==> config.mk <==
export PLATFORM = sky130hd
export DESIGN_NAME = msrv_32_branch_ctrl
export DESIGN_NICKNAME = d
export VERILOG_FILES = /design/src/rtl/msrv_32_pkg.sv /design/src/rtl/msrv_32_branch_perf_ctr.sv /design/src/rtl/msrv_32_branch_ctrl.sv
export SDC_FILE = /design/constraint.sdc
export NUM_CORES = 1
export LEC_CHECK = 0
export CAP_MARGIN = 40
export CORE_UTILIZATION = 40
export DETAILED_ROUTE_END_ITERATION = 12
export PLACE_DENSITY = 0.68
export SLEW_MARGIN = 20
export SYNTH_ARGS = -nofsm -noshare
export SYNTH_HDL_FRONTEND = slang
export SYNTH_SLANG_ARGS = --single-unit
==> constraint.sdc <==
create_clock -name ms_riscv32_mp_clk_in -period 5.9 [get_ports ms_riscv32_mp_clk_in]
set_input_delay 0.885 -clock ms_riscv32_mp_clk_in [delete_from_list [all_inputs] [get_ports ms_riscv32_mp_clk_in]]
set_output_delay 0.885 -clock ms_riscv32_mp_clk_in [all_outputs]
set_load 0.01 [all_outputs]
==> src/rtl/msrv_32_pkg.sv <==
// Shared constants for the msrv_32 branch/fetch control slice: opcode
// classes, FSM state encoding and flush-counter sizing.
package msrv_32_pkg;

    localparam logic [4:0] OPC_BRN  = 5'b11000;
    localparam logic [4:0] OPC_JAL  = 5'b11011;
    localparam logic [4:0] OPC_JALR = 5'b11001;

    localparam int unsigned CNT_W = 3;

    typedef enum logic [1:0] {
        ST_IDLE  = 2'd0,
        ST_RUN   = 2'd1,
        ST_FLUSH = 2'd2,
        ST_TRAP  = 2'd3
    } state_e;

    function automatic logic is_ctrl_xfer(input logic [4:0] opc);
        return (opc == OPC_BRN) || (opc == OPC_JAL) || (opc == OPC_JALR);
    endfunction

endpackage

==> src/rtl/msrv_32_branch_perf_ctr.sv <==
// Branch statistics counters; instantiated by msrv_32_branch_ctrl only when
// MSRV_32_BRANCH_PERF_EN is defined. Both counters wrap modulo 2^32.
module msrv_32_branch_perf_ctr (
    input  logic        clk,
    input  logic        rst_n,
    input  logic        brn_evt_in,
    input  logic        taken_evt_in,
    output logic [31:0] branch_count_out,
    output logic [31:0] taken_count_out
);

    logic [31:0] branch_cnt_q, branch_cnt_d;
    logic [31:0] taken_cnt_q,  taken_cnt_d;

    always_comb begin
        branch_cnt_d = branch_cnt_q + {31'd0, brn_evt_in};
        taken_cnt_d  = taken_cnt_q  + {31'd0, taken_evt_in};
    end

    always_ff @(posedge clk or negedge rst_n) begin
        if (!rst_n) begin
            branch_cnt_q <= 32'd0;
            taken_cnt_q  <= 32'd0;
        end else begin
            branch_cnt_q <= branch_cnt_d;
            taken_cnt_q  <= taken_cnt_d;
        end
    end

    assign branch_count_out = branch_cnt_q;
    assign taken_count_out  = taken_cnt_q;

endmodule

==> src/rtl/msrv_32_branch_ctrl.sv <==
// Fetch-PC sequencer with branch redirect, IF/ID flush and misaligned-target
// trap. Define MSRV_32_BRANCH_PERF_EN to add branch/taken statistics counters.
module msrv_32_branch_ctrl
    import msrv_32_pkg::*;
#(
    parameter logic [31:0] BOOT_ADDR    = 32'h0000_0000,
    parameter logic [31:0] TRAP_VECTOR  = 32'h0000_0100,
    parameter int unsigned FLUSH_CYCLES = 2
) (
    input  logic        ms_riscv32_mp_clk_in,
    input  logic        ms_riscv32_mp_rst_n_in,
    input  logic        branch_taken_in,
    input  logic [4:0]  opcode_6_to_2_in,
    input  logic [31:0] target_addr_in,
    input  logic        instr_valid_in,
    input  logic        imem_ready_in,
    input  logic        stall_in,
    input  logic        trap_ack_in,
    output logic [31:0] pc_out,
    output logic        fetch_req_out,
    output logic        flush_out,
    output logic        misaligned_instr_out
`ifdef MSRV_32_BRANCH_PERF_EN
    ,
    output logic [31:0] branch_count_out,
    output logic [31:0] taken_count_out
`endif
);

    localparam logic [CNT_W-1:0] FLUSH_LOAD = CNT_W'(FLUSH_CYCLES);

    state_e           state_q, state_d;
    logic [31:0]      pc_q, pc_d;
    logic [CNT_W-1:0] cnt_q, cnt_d;
    logic [31:0]      eff_tgt;
    logic [31:0]      pc_seq;
    logic             redirect;

    assign eff_tgt  = {target_addr_in[31:1], 1'b0};
    assign pc_seq   = imem_ready_in ? (pc_q + 32'd4) : pc_q;
    assign redirect = (state_q == ST_RUN) && instr_valid_in && branch_taken_in && !stall_in;

    always_comb begin
        state_d = state_q;
        pc_d    = pc_q;
        cnt_d   = cnt_q;
        case (state_q)
            ST_IDLE: state_d = ST_RUN;
            ST_RUN: begin
                if (redirect) begin
                    // A target that is not word aligned after clearing bit 0 traps.
                    if (eff_tgt[1]) begin
                        state_d = ST_TRAP;
                    end else begin
                        pc_d    = eff_tgt;
                        state_d = ST_FLUSH;
                        cnt_d   = FLUSH_LOAD;
                    end
                end else if (!stall_in) begin
                    pc_d = pc_seq;
                end
            end
            ST_FLUSH: begin
                if (!stall_in) begin
                    pc_d  = pc_seq;
                    cnt_d = cnt_q - 3'd1;
                    if (cnt_q <= 3'd1) begin
                        state_d = ST_RUN;
                    end
                end
            end
            ST_TRAP: begin
                // Stall does not hold the trap; only the acknowledge matters.
                if (trap_ack_in) begin
                    pc_d    = TRAP_VECTOR;
                    state_d = ST_FLUSH;
                    cnt_d   = FLUSH_LOAD;
                end
            end
            default: state_d = ST_IDLE;
        endcase
    end

    always_ff @(posedge ms_riscv32_mp_clk_in or negedge ms_riscv32_mp_rst_n_in) begin
        if (!ms_riscv32_mp_rst_n_in) begin
            state_q <= ST_IDLE;
            pc_q    <= BOOT_ADDR;
            cnt_q   <= '0;
        end else begin
            state_q <= state_d;
            pc_q    <= pc_d;
            cnt_q   <= cnt_d;
        end
    end

    assign pc_out               = pc_q;
    assign fetch_req_out        = (state_q == ST_RUN) || (state_q == ST_FLUSH);
    assign flush_out            = (state_q == ST_FLUSH) || (state_q == ST_TRAP);
    assign misaligned_instr_out = (state_q == ST_TRAP);

    // Opcode never steers control flow; this sink keeps it and bit 0 of the target referenced.
    logic info_unused;
    assign info_unused = is_ctrl_xfer(opcode_6_to_2_in) ^ target_addr_in[0];

`ifdef MSRV_32_BRANCH_PERF_EN
    logic brn_evt;
    assign brn_evt = (state_q == ST_RUN) && instr_valid_in && !stall_in &&
                     (opcode_6_to_2_in == OPC_BRN);

    msrv_32_branch_perf_ctr u_perf (
        .clk              (ms_riscv32_mp_clk_in),
        .rst_n            (ms_riscv32_mp_rst_n_in),
        .brn_evt_in       (brn_evt),
        .taken_evt_in     (redirect),
        .branch_count_out (branch_count_out),
        .taken_count_out  (taken_count_out)
    );
`endif

endmodule
Word-level counts from Yosys, hierarchy flattened
Index checks and enable logic that the tools add are counted.
- add/sub/neg operators: 2
- $mul: 0
- div/mod/pow operators: 0
- order comparisons: 1
- eq/ne operators: 9
- shift-type cells: 0
- mux-type cells: 17
- bitwise logic cells: 0
- reductions and logical operators: 11
- operator list (operator ; count):
    $mux 32 ; 5
    $pmux 32 s3 ; 1
    $add 32x3->32 const B ; 1
    $mux 3 ; 4
    $ne 2x2->1 const B ; 5
    $pmux 3 s3 ; 1
    $mux 2 ; 4
    $pmux 2 s4 ; 1
    $reduce_and 5->1 ; 1
    $eq 2x2->1 const B ; 2
    $reduce_and 4->1 ; 1
    $le 3x1->1 const B ; 1
    $logic_and 1x1->1 ; 3
    $ne 3x3->1 const B ; 1
    $reduce_and 3->1 ; 1
    $reduce_bool 3->1 ; 1
    $sub 3x1->3 const B ; 1
    $eq 2x1->1 const B ; 1
    $logic_not 2->1 ; 1
    $logic_or 1x1->1 ; 2
    $logic_not 1->1 ; 1
    $mux 1 ; 1
- flip-flop bits (word level): 37
- latch bits: 0
- bits in writable memories: 0
- memory bits (read-only): 0
- bits of input ports: 44
- output and inout bits: 35
- memories: 0

Longest topological paths before layout
Gate-level depths: netlist of the first run.
- depth after elaboration: 6
- gate-level depth with buffers: 9
- depth with buffers taken out: 7

Worst setup path before layout of the first run
Ideal clock, no wire load.
- path kind: input to register
- from: input stall_in
- to: register pc_q[20] (netlist: pc_out[20])
- setup time: 0.126 ns
- arrival time: 2.095 ns
- setup slack: 3.678 ns
- stages: 5
- cell sequence: and4b_1 -> buf_6 -> a211o_4 -> o221a_1 -> a311o_1
- word-level cells in the longest chain between the ends: 4
- elaborated cells on any way between the ends: 7
- those cells by class: eq/ne (1); mux (3); reduce/logical (3)
- RTL lines (element ; RTL line ; source):
    from (decl) ; msrv_32_branch_ctrl.sv:17 ; input logic stall_in,
    $logic_not 1->1 ; n/a ;
    $logic_and 1x1->1 ; msrv_32_branch_ctrl.sv:41 ; assign redirect = (state_q == ST_RUN) && instr_valid_in && branch_taken_in && !stall_in;
    $ne 3x3->1 (no line) / $mux 32 (equally long branches) ; n/a ;
    $reduce_and 3->1 (no line) / $pmux 32 s3 (equally long branches) ; n/a ;
    to (signal assigned) ; msrv_32_branch_ctrl.sv:91 ; pc_q <= pc_d;
    to (decl) ; msrv_32_branch_ctrl.sv:33 ; logic [31:0] pc_q, pc_d;
Parallel ways exist; a longest one is shown, timed or not.
A chain may end at the register's enable or synchronous reset.

Worst setup path after layout of the first run
Ends and elaborated chain as after synthesis.

==> results of run 1 <==
-- worst register-to-register path: stages (launching register included) --
cell and delay, ps:
dfrtp_1 400, inv_1 80, ha_1 250, and4b_1 340, a211oi_2 610, buf_4 370
nand2_1 80, o221a_1 220, a311o_1 310
-- power breakdown --
| group | internal (mW) | switching, mW | total [mW] |
|---|---|---|---|
| Combinational | 0.365 | 0.433 | 0.798 |
| Sequential | 0.328 | 0.137 | 0.465 |
| Clock | 0.0829 | 0.0900 | 0.173 |
| Total | 0.776 | 0.660 | 1.44 |
-- Yosys cell counts (6+ instances only) --
| cell type | n |
|---|---|
| a21oi_1 | 28 |
| and3_1 | 8 |
| buf_2 | 6 |
| clkbuf_1 | 8 |
| dfrtp_1 | 35 |
| ha_1 | 7 |
| inv_1 | 10 |
| nand2_1 | 33 |
| nand3_1 | 25 |
| nand4_1 | 10 |
| nor2_1 | 26 |
| nor3_1 | 13 |
| nor4_1 | 10 |
| o21ai_0 | 31 |
-- sequential cells by signal, indices dropped and copies added (netlist names) --
| register | cells |
|---|---|
| cnt_q | 3 |
| pc_out | 30 |
| state_q | 2 |
-- logic make-up (layout without fill, tap and decap cells) --
family | Yosys count | after routing
other | 1 | 2
adder cells (fa/ha/maj) | 7 | 7
flip-flops | 35 | 35
AO/OA/AOI/OAI | 108 | 108
buffers and inverters | 29 | 94
AND/OR/NAND/NOR | 144 | 144
-- stage by stage --
stage | setup slack (ps) | instances | hold WS [ps] | util (%)
after global routing | 2440 | 465 | 582 | 56.0
after global placement | 2090 | 455 | 517 | 54.3
after detailed placement | 2360 | 457 | 543 | 54.6
final | 2640 | 465 | 561 | 56.0
after CTS | 2650 | 465 | 560 | 56.0
after floorplan | 3680 | 325 | 492 | -
-- worst max path at each step --
stage                             endpoint  slack, ps  cells after the start
CTS                 pc_out[20]$_DFFE_PN0P_       2650                      7
finish              pc_out[20]$_DFFE_PN0P_       2640                      7
global route        pc_out[20]$_DFFE_PN0P_       2440                      7
floorplan           pc_out[20]$_DFFE_PN0P_       3680                      5
global placement    pc_out[24]$_DFFE_PN0P_       2090                      7
detailed placement  pc_out[20]$_DFFE_PN0P_       2360                      7
-- routing by layer --
metal	vias to the layer above	part of all wire [%]	track usage [%]
met2	124	46	38.5
met3	12	6.3	4.11
met5	-	0	0
met4	0	1.2	6.67
li1	1367	-	-
met1	1317	46	32.7
-- final cells by class --
| cell class | count | area (µm²) | share of cell area (%) |
|---|---|---|---|
| Timing Repair Buffer | 76 | 753 | 22.2 |
| Sequential cell | 35 | 876 | 25.8 |
| Clock inverter | 1 | 5.00 | 0.147 |
| Multi-Input combinational cell | 261 | 1550 | 45.7 |
| Inverter | 10 | 37.5 | 1.11 |
| Tap cell | 75 | 93.8 | 2.77 |
| Clock buffer | 7 | 76.3 | 2.25 |
==> metrics.yaml, run 1 <==
layout:
  layout_commonest_cell: "clkdlybuf4s50_1"
  final_cell_mix: "clkdlybuf4s50_1, dfrtp_1, nand2_1, o21ai_0, a21oi_1"
  fillCellCount: 574
  nets: 440
  drive_gt1_share_pct: 5.13
  stdcell_area_um2: 3390
  area_growth_pct: 32.7
  antennaDiodeCount: 0
critical_path:
  crit_buf_inv: 2
  reg2reg_slack_ps: 3120
  cpPeakStageDelay_ps: 610
  worst_setup_path_start_kind: "input port"
  crit_slowest_cell: "clkdlybuf4s50_1"
  path_cells: "clkdlybuf4s50_1 -> and4b_1 -> a211oi_2 -> buf_4 -> nand2_1 -> o221a_1 -> a311o_1"
  crit_path_start: "stall_in"
  cpLargestDelayFamily: "compound AO/OA/AOI/OAI gates"
  worst-r2r-cell-count: 8
  r2r_start: "state_q[1]$_DFFE_PN0P_"
  worstSetupPathType: "in -> reg"
  cp_max_fo: 22
  crit_required_ps: 6080
  end_kind: "flop"
  worstPathArrival_ps: 3430
  rr_endpoint: "pc_out[20]$_DFFE_PN0P_"
clock_network:
  cts_root_buf: "clkbuf_8"
  clock_sink_count: 35
  cts_buffer_depth: 2
  postCtsSetupBuffers: 0
  cts_hold_buf: 0
  cts_resized: 0
  clkLatencyLatePin_ps: 290
  cts_tree: "built"
  path_clk_slew_ps: 70
  cts_buffers: 5
  htree_levels: 2
run_status:
  outcome: "finished clean"
synthesis:
  synth_top_family_by_area: "simple AND/OR/NAND/NOR gates"
  synth_flop_cell: "dfrtp_1"
  synthArstFlopShare_pct: 100
  synth_cells: 324
  synth_top_cell_area_share_pct: 34.2
  ys_types: 47
  yosys_register_bits: 35
  synth_fa_ha_area_share_pct: 3.42
  yosys.area.top_type: "dfrtp_1"
  syn_avg_cell_area_um2: 7.89
  synth_edf_count: 0
  yosys_warnings: 0
  synth_compound_area_share_pct: 27.6
  synth_mux_area_share_pct: 0
  yosys.area_share.xor_xnor_pct: 0
  synth_simple_gate_area_share_pct: 29.2
  synth.area.top_cells: "dfrtp_1, o21ai_0, a21oi_1"
  seq_area_frac_synth_pct: 34.2
  netlist_area_um2: 2560
hold_path:
  holdCritStartpoint: "state_q[1]$_DFFE_PN0P_"
  hold_depth: 2
  hold_class: "reg -> reg"
  min_to: "state_q[1]$_DFFE_PN0P_"
power_and_ir_drop:
  p_total_mw: 1.44
  leakagePower_nw: 1.26
  vdd.ir_drop.worst_uv: 252
  p_per_area_nw_per_um2: 423
placed_design:
  post-dp-hpwl_mm: 5.33
  dpl-instance-area_um2: 3310
  place_congestion: 0.835
  portBuffers: 70
die:
  die_x_um: 82.0
  start_util_pct: 42.2
  die_y_um: 82.0
  core-area_um2: 6060
  io_pins: 79
  rows: 28
  dieArea_um2: 6720
routing:
  postRouteAntennaNets: 0
  drtIter0Drc: 190
  drt_first_pass_iters: 5
  route.detailed.drc: 0
  drt-total-wl_mm: 7.49
  wl_per_cell_um: 16.1
  vias_per_cell: 6.06
  num_vias: 2820
timing:
  period_minus_slack_ps: 3260
  slew_headroom_pct: 50.1
  fmax_ghz: 0.307
  finalMaxSlewViolations: 0
  setup_tns_ps: 0
  finClkSkew_ps: 5.74
  rsz0062_at_grt: "false"
  setup_viol: 0
  finalCritPeriodShare_pct: 55.2
  hold_viol_final: 0
  max_slew.worst_pin.slew_ps: 741
global_routing:
  grt_usage_pct: 23.9
  overflow: 0
  antenna_found_initial: 0
  grt_start_max_net_pins: 36
  grt_pass1_vias: 2606
  grt_pass1_wl_mm: 12.4
flow_run:
  maxCapViolations: 0
Note: power is estimated with default switching activity, not from simulation.
==> run 2: changes to the inputs <==
==> constraint.sdc (replaced) <==
create_clock -name ms_riscv32_mp_clk_in -period 3.2 [get_ports ms_riscv32_mp_clk_in]
set_input_delay 0.48 -clock ms_riscv32_mp_clk_in [delete_from_list [all_inputs] [get_ports ms_riscv32_mp_clk_in]]
set_output_delay 0.48 -clock ms_riscv32_mp_clk_in [all_outputs]
set_load 0.01 [all_outputs]
==> metrics.yaml, run 2 (same netlist as run 1, synthesis figures left out) <==
global_routing:
  antenna_found_initial: 0  # unchanged
  gr-usage-met1_pct: 31.7  # was 32.7%
  grt_util_met2_pct: 39.3  # was 38.5%
  grt_pass1_wl_mm: 12.3  # was 12.4 mm
  grt_pass1_vias: 2634  # was 2,606
  grt_start_max_net_pins: 36  # unchanged
  grtUsageMet3_pct: 3.22  # was 4.11%
  overflow: 0  # unchanged
  grt_usage_pct: 23.8  # was 23.9%
  grt.busiest_layer: "met2"  # unchanged
timing:
  fmax_ghz: 0.389
  max_slew.worst_pin.slew_ps: 703  # was 741 ps
  period_minus_slack_ps: 2570
  finalMaxSlewViolations: 0  # unchanged
  setup_tns_ps: 0  # unchanged
  slew_headroom_pct: 52.7  # was 50.1%
  setup_viol: 0  # unchanged
  rsz0062_at_grt: "false"  # unchanged
  finClkSkew_ps: 4.23  # was 5.74 ps
  hold_viol_final: 0  # unchanged
  finalCritPeriodShare_pct: 80.3
clock_network:
  cts_root_buf: "clkbuf_8"  # unchanged
  postCtsSetupBuffers: 0  # unchanged
  clkLatencyLatePin_ps: 290  # about the same
  htree_levels: 2  # unchanged
  clock_sink_count: 35  # unchanged
  cts_buffer_depth: 2  # unchanged
  cts_hold_buf: 0  # unchanged
  cts_resized: 0  # unchanged
  path_clk_slew_ps: 70  # about the same
  cts_buffers: 5  # unchanged
  cts_tree: "built"  # unchanged
critical_path:
  crit_slowest_cell: "clkdlybuf4s50_1"  # unchanged
  end_kind: "primary output"  # was flop
  worstSetupPathType: "reg -> out"  # was in -> reg
  cpLargestDelayFamily: "buffers and inverters"  # was compound AO/OA/AOI/OAI gates
  crit_buf_inv: 3  # was 2
  cpPeakStageDelay_ps: 530  # was 610 ps
  crit_required_ps: 2720  # was 6080 ps
  path_cells: "inv_1 -> ha_1 -> nor2_1 -> inv_1 -> clkdlybuf4s50_1"  # was clkdlybuf4s50_1 -> and4b_1 -> a211oi_2 -> buf_4 -> nand2_1 -> o221a_1 -> a311o_1
  crit_top_cell: "inv_1"
  worst_setup_path_start_kind: "flop"  # was input port
  cp_max_fo: 12  # was 22
  worstPathArrival_ps: 2090  # was 3430 ps
routing:
  postRouteAntennaNets: 0  # unchanged
  drt-total-wl_mm: 7.50  # was 7.49 mm
  vias_per_cell: 6.01  # was 6.06
  drt_first_pass_iters: 4  # was 5
  num_vias: 2801  # was 2,820
  route.detailed.drc: 0  # unchanged
  drtIter0Drc: 132  # was 190
  wl_per_cell_um: 16.1  # about the same
layout:
  utilization_pct: 56.3  # was 56.0%
  nets: 441  # was 440
  layout_commonest_cell: "clkdlybuf4s50_1"  # unchanged
  antennaDiodeCount: 0  # unchanged
  fillCellCount: 571  # was 574
  area_growth_pct: 33.4  # was 32.7%
  drive_gt1_share_pct: 5.63  # was 5.13%
  largest_reg_flops: 30  # unchanged
  final_cell_mix: "clkdlybuf4s50_1, dfrtp_1, nand2_1, o21ai_0, a21oi_1"  # unchanged
placed_design:
  portBuffers: 70  # unchanged
  place_congestion: 0.855  # was 0.835
  post-dp-hpwl_mm: 5.29  # was 5.33 mm
die:
  die_y_um: 82.0  # unchanged
  core-area_um2: 6060  # unchanged
  start_util_pct: 42.2  # unchanged
  rows: 28  # unchanged
  dieArea_um2: 6720  # unchanged
  die_x_um: 82.0  # unchanged
  io_pins: 79  # unchanged
power_and_ir_drop:
  p_per_area_nw_per_um2: 791  # was 423 nW/µm²
  leakagePower_nw: 1.27  # was 1.26 nW
  vdd.ir_drop.worst_uv: 610  # was 252 µV
hold_path:
  hold_class: "reg -> reg"  # unchanged
flow_run:
  maxCapViolations: 0  # unchanged
run_status:
  outcome: "finished clean"  # unchanged
-- run 2: area by class of cell --
class / count / area [µm²] / area share [%]
clock buffers: 8 / 100 / 2.93
inverters: 10 / 37.5 / 1.10
multi-input cells: 261 / 1550 / 45.5
repair buffers: 77 / 753 / 22.1
well taps: 75 / 93.8 / 2.75
flip-flops and latches: 35 / 876 / 25.7
-- run 2: power breakdown --
| part | total, mW | internal (mW) | switching, mW |
|---|---|---|---|
| clock network | 0.363 | 0.197 | 0.167 |
| logic | 1.48 | 0.678 | 0.802 |
| registers | 0.855 | 0.604 | 0.251 |
| total | 2.70 | 1.48 | 1.22 |
-- run 2: metrics by stage --
| step | std cells | hold slack [ps] | total power [mW] | instance area [µm²] | setup WS, ps |
|---|---|---|---|---|---|
| 3_5_place_dp | 458 | 535 | 2.33 | 3310 | 455 |
| 6_report | 466 | 549 | 2.70 | 3410 | 631 |
| 2_1_floorplan | 325 | 184 | 1.71 | 2560 | 1180 |
| 3_3_place_gp | 458 | 516 | 2.31 | 3310 | 490 |
| 5_1_grt | 466 | 589 | 2.91 | 3410 | 483 |
| 4_1_cts | 466 | 553 | 2.70 | 3410 | 629 |
-- run 2: final timing paths --
kind / from / to / slack [ps] / depth (start not counted)
max in group asynchronous: ms_riscv32_mp_rst_n_in / pc_out[8]$_DFFE_PN0P_ / 2260 / 2
min in group asynchronous: ms_riscv32_mp_rst_n_in / pc_out[10]$_DFFE_PN0P_ / 610 / 2
hold reg to reg: state_q[1]$_DFFE_PN0P_ / state_q[1]$_DFFE_PN0P_ / 550 / 2
hold / removal: state_q[1]$_DFFE_PN0P_ / state_q[1]$_DFFE_PN0P_ / 550 / 2
setup reg to reg: state_q[1]$_DFFE_PN0P_ / pc_out[20]$_DFFE_PN0P_ / 830 / 8
setup / recovery: state_q[0]$_DFFE_PN0P_ / flush_out / 630 / 5
-- run 2: routing by layer --
layer  share of wire (%)  routed length [µm]
met2                  47                3520
met3                 6.0                 453
met4                 1.5                 110
met1                  45                3410
met5                   0                   0
-- run 2: worst register-to-register path: stages (launching register included) --
cell	delay, ps
dfrtp_1	400
inv_1	80
ha_1	250
and4b_1	340
a211oi_2	280
buf_4	310
nand2_1	80
o221a_1	210
a311o_1	310
==> run 3: changes to the inputs <==
==> constraint.sdc (replaced) <==
create_clock -name ms_riscv32_mp_clk_in -period 2.63 [get_ports ms_riscv32_mp_clk_in]
set_input_delay 0.3945 -clock ms_riscv32_mp_clk_in [delete_from_list [all_inputs] [get_ports ms_riscv32_mp_clk_in]]
set_output_delay 0.3945 -clock ms_riscv32_mp_clk_in [all_outputs]
set_load 0.01 [all_outputs]
==> metrics.yaml, run 3 (same netlist as run 1, synthesis figures left out) <==
critical_path:
  cp_max_fo: 12  # unchanged
  crit_required_ps: 2240  # was 2720 ps
  reg2reg_slack_ps: 420  # was 830 ps
  end_kind: "primary output"  # unchanged
  worstSetupPathType: "reg -> out"  # unchanged
  worstPathArrival_ps: 1920  # was 2090 ps
  worst_setup_path_start_kind: "flop"  # unchanged
layout:
  final_cell_mix: "clkdlybuf4s50_1, dfrtp_1, nand2_1, o21ai_0, a21oi_1"  # unchanged
  antennaDiodeCount: 0  # unchanged
  fillCellCount: 575  # was 571
  drive_gt1_share_pct: 8.48  # was 5.63%
  nets: 451  # was 441
  layout.cells.non_filler: 476  # was 466
  area_growth_pct: 36.9  # was 33.4%
  largest_reg_flops: 30  # unchanged
  layout_commonest_cell: "clkdlybuf4s50_1"  # unchanged
hold_path:
  hold_class: "in -> async"  # was reg -> reg
clock_network:
  cts_hold_buf: 0  # unchanged
  cts_root_buf: "clkbuf_8"  # unchanged
  cts_tree: "built"  # unchanged
  clkLatencyLatePin_ps: 300  # was 290 ps
  clock_sink_count: 35  # unchanged
  postCtsSetupBuffers: 0  # unchanged
  htree_levels: 2  # unchanged
  cts_buffers: 5  # unchanged
  path_clk_slew_ps: 90  # was 70 ps
  cts_buffer_depth: 2  # unchanged
  cts_resized: 0  # unchanged
routing:
  drtIter0Drc: 196  # was 132
  route.detailed.drc: 0  # unchanged
  num_vias: 2880  # was 2,801
  postRouteAntennaNets: 0  # unchanged
  vias_per_cell: 6.05  # was 6.01
  drt-total-wl_mm: 7.84  # was 7.50 mm
  drt_first_pass_iters: 5  # was 4
  wl_per_cell_um: 16.5  # was 16.1 µm
timing:
  period_minus_slack_ps: 2310
  finalCritPeriodShare_pct: 87.8
  fmax_ghz: 0.433
  setup_tns_ps: 0  # unchanged
  finClkSkew_ps: 15.9  # was 4.23 ps
  hold_viol_final: 0  # unchanged
  rsz0062_at_grt: "false"  # unchanged
  slew_headroom_pct: 67.0  # was 52.7%
  max_slew.worst_pin.slew_ps: 490  # was 703 ps
  finalMaxSlewViolations: 0  # unchanged
  setup_viol: 0  # unchanged
die:
  die_x_um: 82.0  # unchanged
  die_y_um: 82.0  # unchanged
  io_pins: 79  # unchanged
  dieArea_um2: 6720  # unchanged
  core-area_um2: 6060  # unchanged
  start_util_pct: 42.2  # unchanged
  rows: 28  # unchanged
global_routing:
  grt_start_max_net_pins: 36  # unchanged
  overflow: 0  # unchanged
  grt_pass1_wl_mm: 12.8  # was 12.3 mm
  grt_usage_pct: 25.0  # was 23.8%
  antenna_found_initial: 0  # unchanged
  grt_pass1_vias: 2657  # was 2,634
power_and_ir_drop:
  p_per_area_nw_per_um2: 974  # was 791 nW/µm²
  vdd.ir_drop.worst_uv: 647  # was 610 µV
  p_total_mw: 3.41  # was 2.70 mW
  leakagePower_nw: 1.33  # was 1.27 nW
run_status:
  outcome: "finished clean"  # unchanged
flow_run:
  maxCapViolations: 0  # unchanged
placed_design:
  place_congestion: 0.883  # was 0.855
  placed_cells: 468  # was 458
  post-dp-hpwl_mm: 5.53  # was 5.29 mm
  portBuffers: 70  # unchanged
==> run 3: changes by cell type in the layout (fill, tap and decap cells not counted) <==
cell / change
buf_4: +10
bufinv_16: +1
ha_2: +1
clkbuf_8: -2
clkinv_2: +1
clkinv_4: +1
clkbuf_1: -1
ha_1: -1
==> run 3: final cells by class <==
cell class,instances,area [µm²],area share (%)
sequential,35,876,25.0
multi-input combinational,261,1550,44.4
clock buffer,5,68.8,1.96
clock inverter,3,43.8,1.25
inverter,10,37.5,1.07
timing repair buffer,87,828,23.7
tap,75,93.8,2.68
==> run 3: critical path: stages, from the launching register on <==
cell,delay (ps)
dfrtp_1,410
inv_1,120
ha_2,350
nor2_1,140
inv_1,70
clkdlybuf4s50_1,530
==> run 3: per-layer routing <==
metal | global-route usage (%) | part of all wire, % | vias up
met5 | 0 | 0 | -
met4 | 7.19 | 0.83 | 0
met3 | 5.33 | 6.6 | 6
met2 | 40.4 | 47 | 123
met1 | 33.4 | 46 | 1366
li1 | - | - | 1385
==> run 3: final timing paths <==
kind                                           startpoint                     end  cells after the start
worst max-delay path               state_q[0]$_DFFE_PN0P_               flush_out                      5
worst min-delay path               ms_riscv32_mp_rst_n_in  pc_out[10]$_DFFE_PN0P_                      2
worst max register to register     state_q[1]$_DFFE_PN0P_  pc_out[20]$_DFFE_PN0P_                      7
worst min register to register       cnt_q[0]$_DFFE_PN0P_    cnt_q[0]$_DFFE_PN0P_                      2
max in group asynchronous          ms_riscv32_mp_rst_n_in   pc_out[5]$_DFFE_PN0P_                      2
min in group ms_riscv32_mp_clk_in    cnt_q[0]$_DFFE_PN0P_    cnt_q[0]$_DFFE_PN0P_                      2
==> run 3: power by group <==
part,leakage [nW],internal (mW),switching [mW]
Sequential,0.463,0.734,0.312
Combinational,0.806,0.862,0.999
Clock,0.0581,0.283,0.220
Total,1.33,1.88,1.53
==> run 3: metrics by stage <==
step | util, % | hold WS (ps) | cell area, µm² | setup slack [ps]
after CTS | 57.7 | 539 | 3500 | 143
after floorplan | - | 98.9 | 2560 | 611
after global placement | 55.9 | 519 | 3390 | 186
after detailed placement | 55.9 | 534 | 3390 | 179
after global routing | 57.8 | 567 | 3500 | 188
final | 57.8 | 515 | 3500 | 320
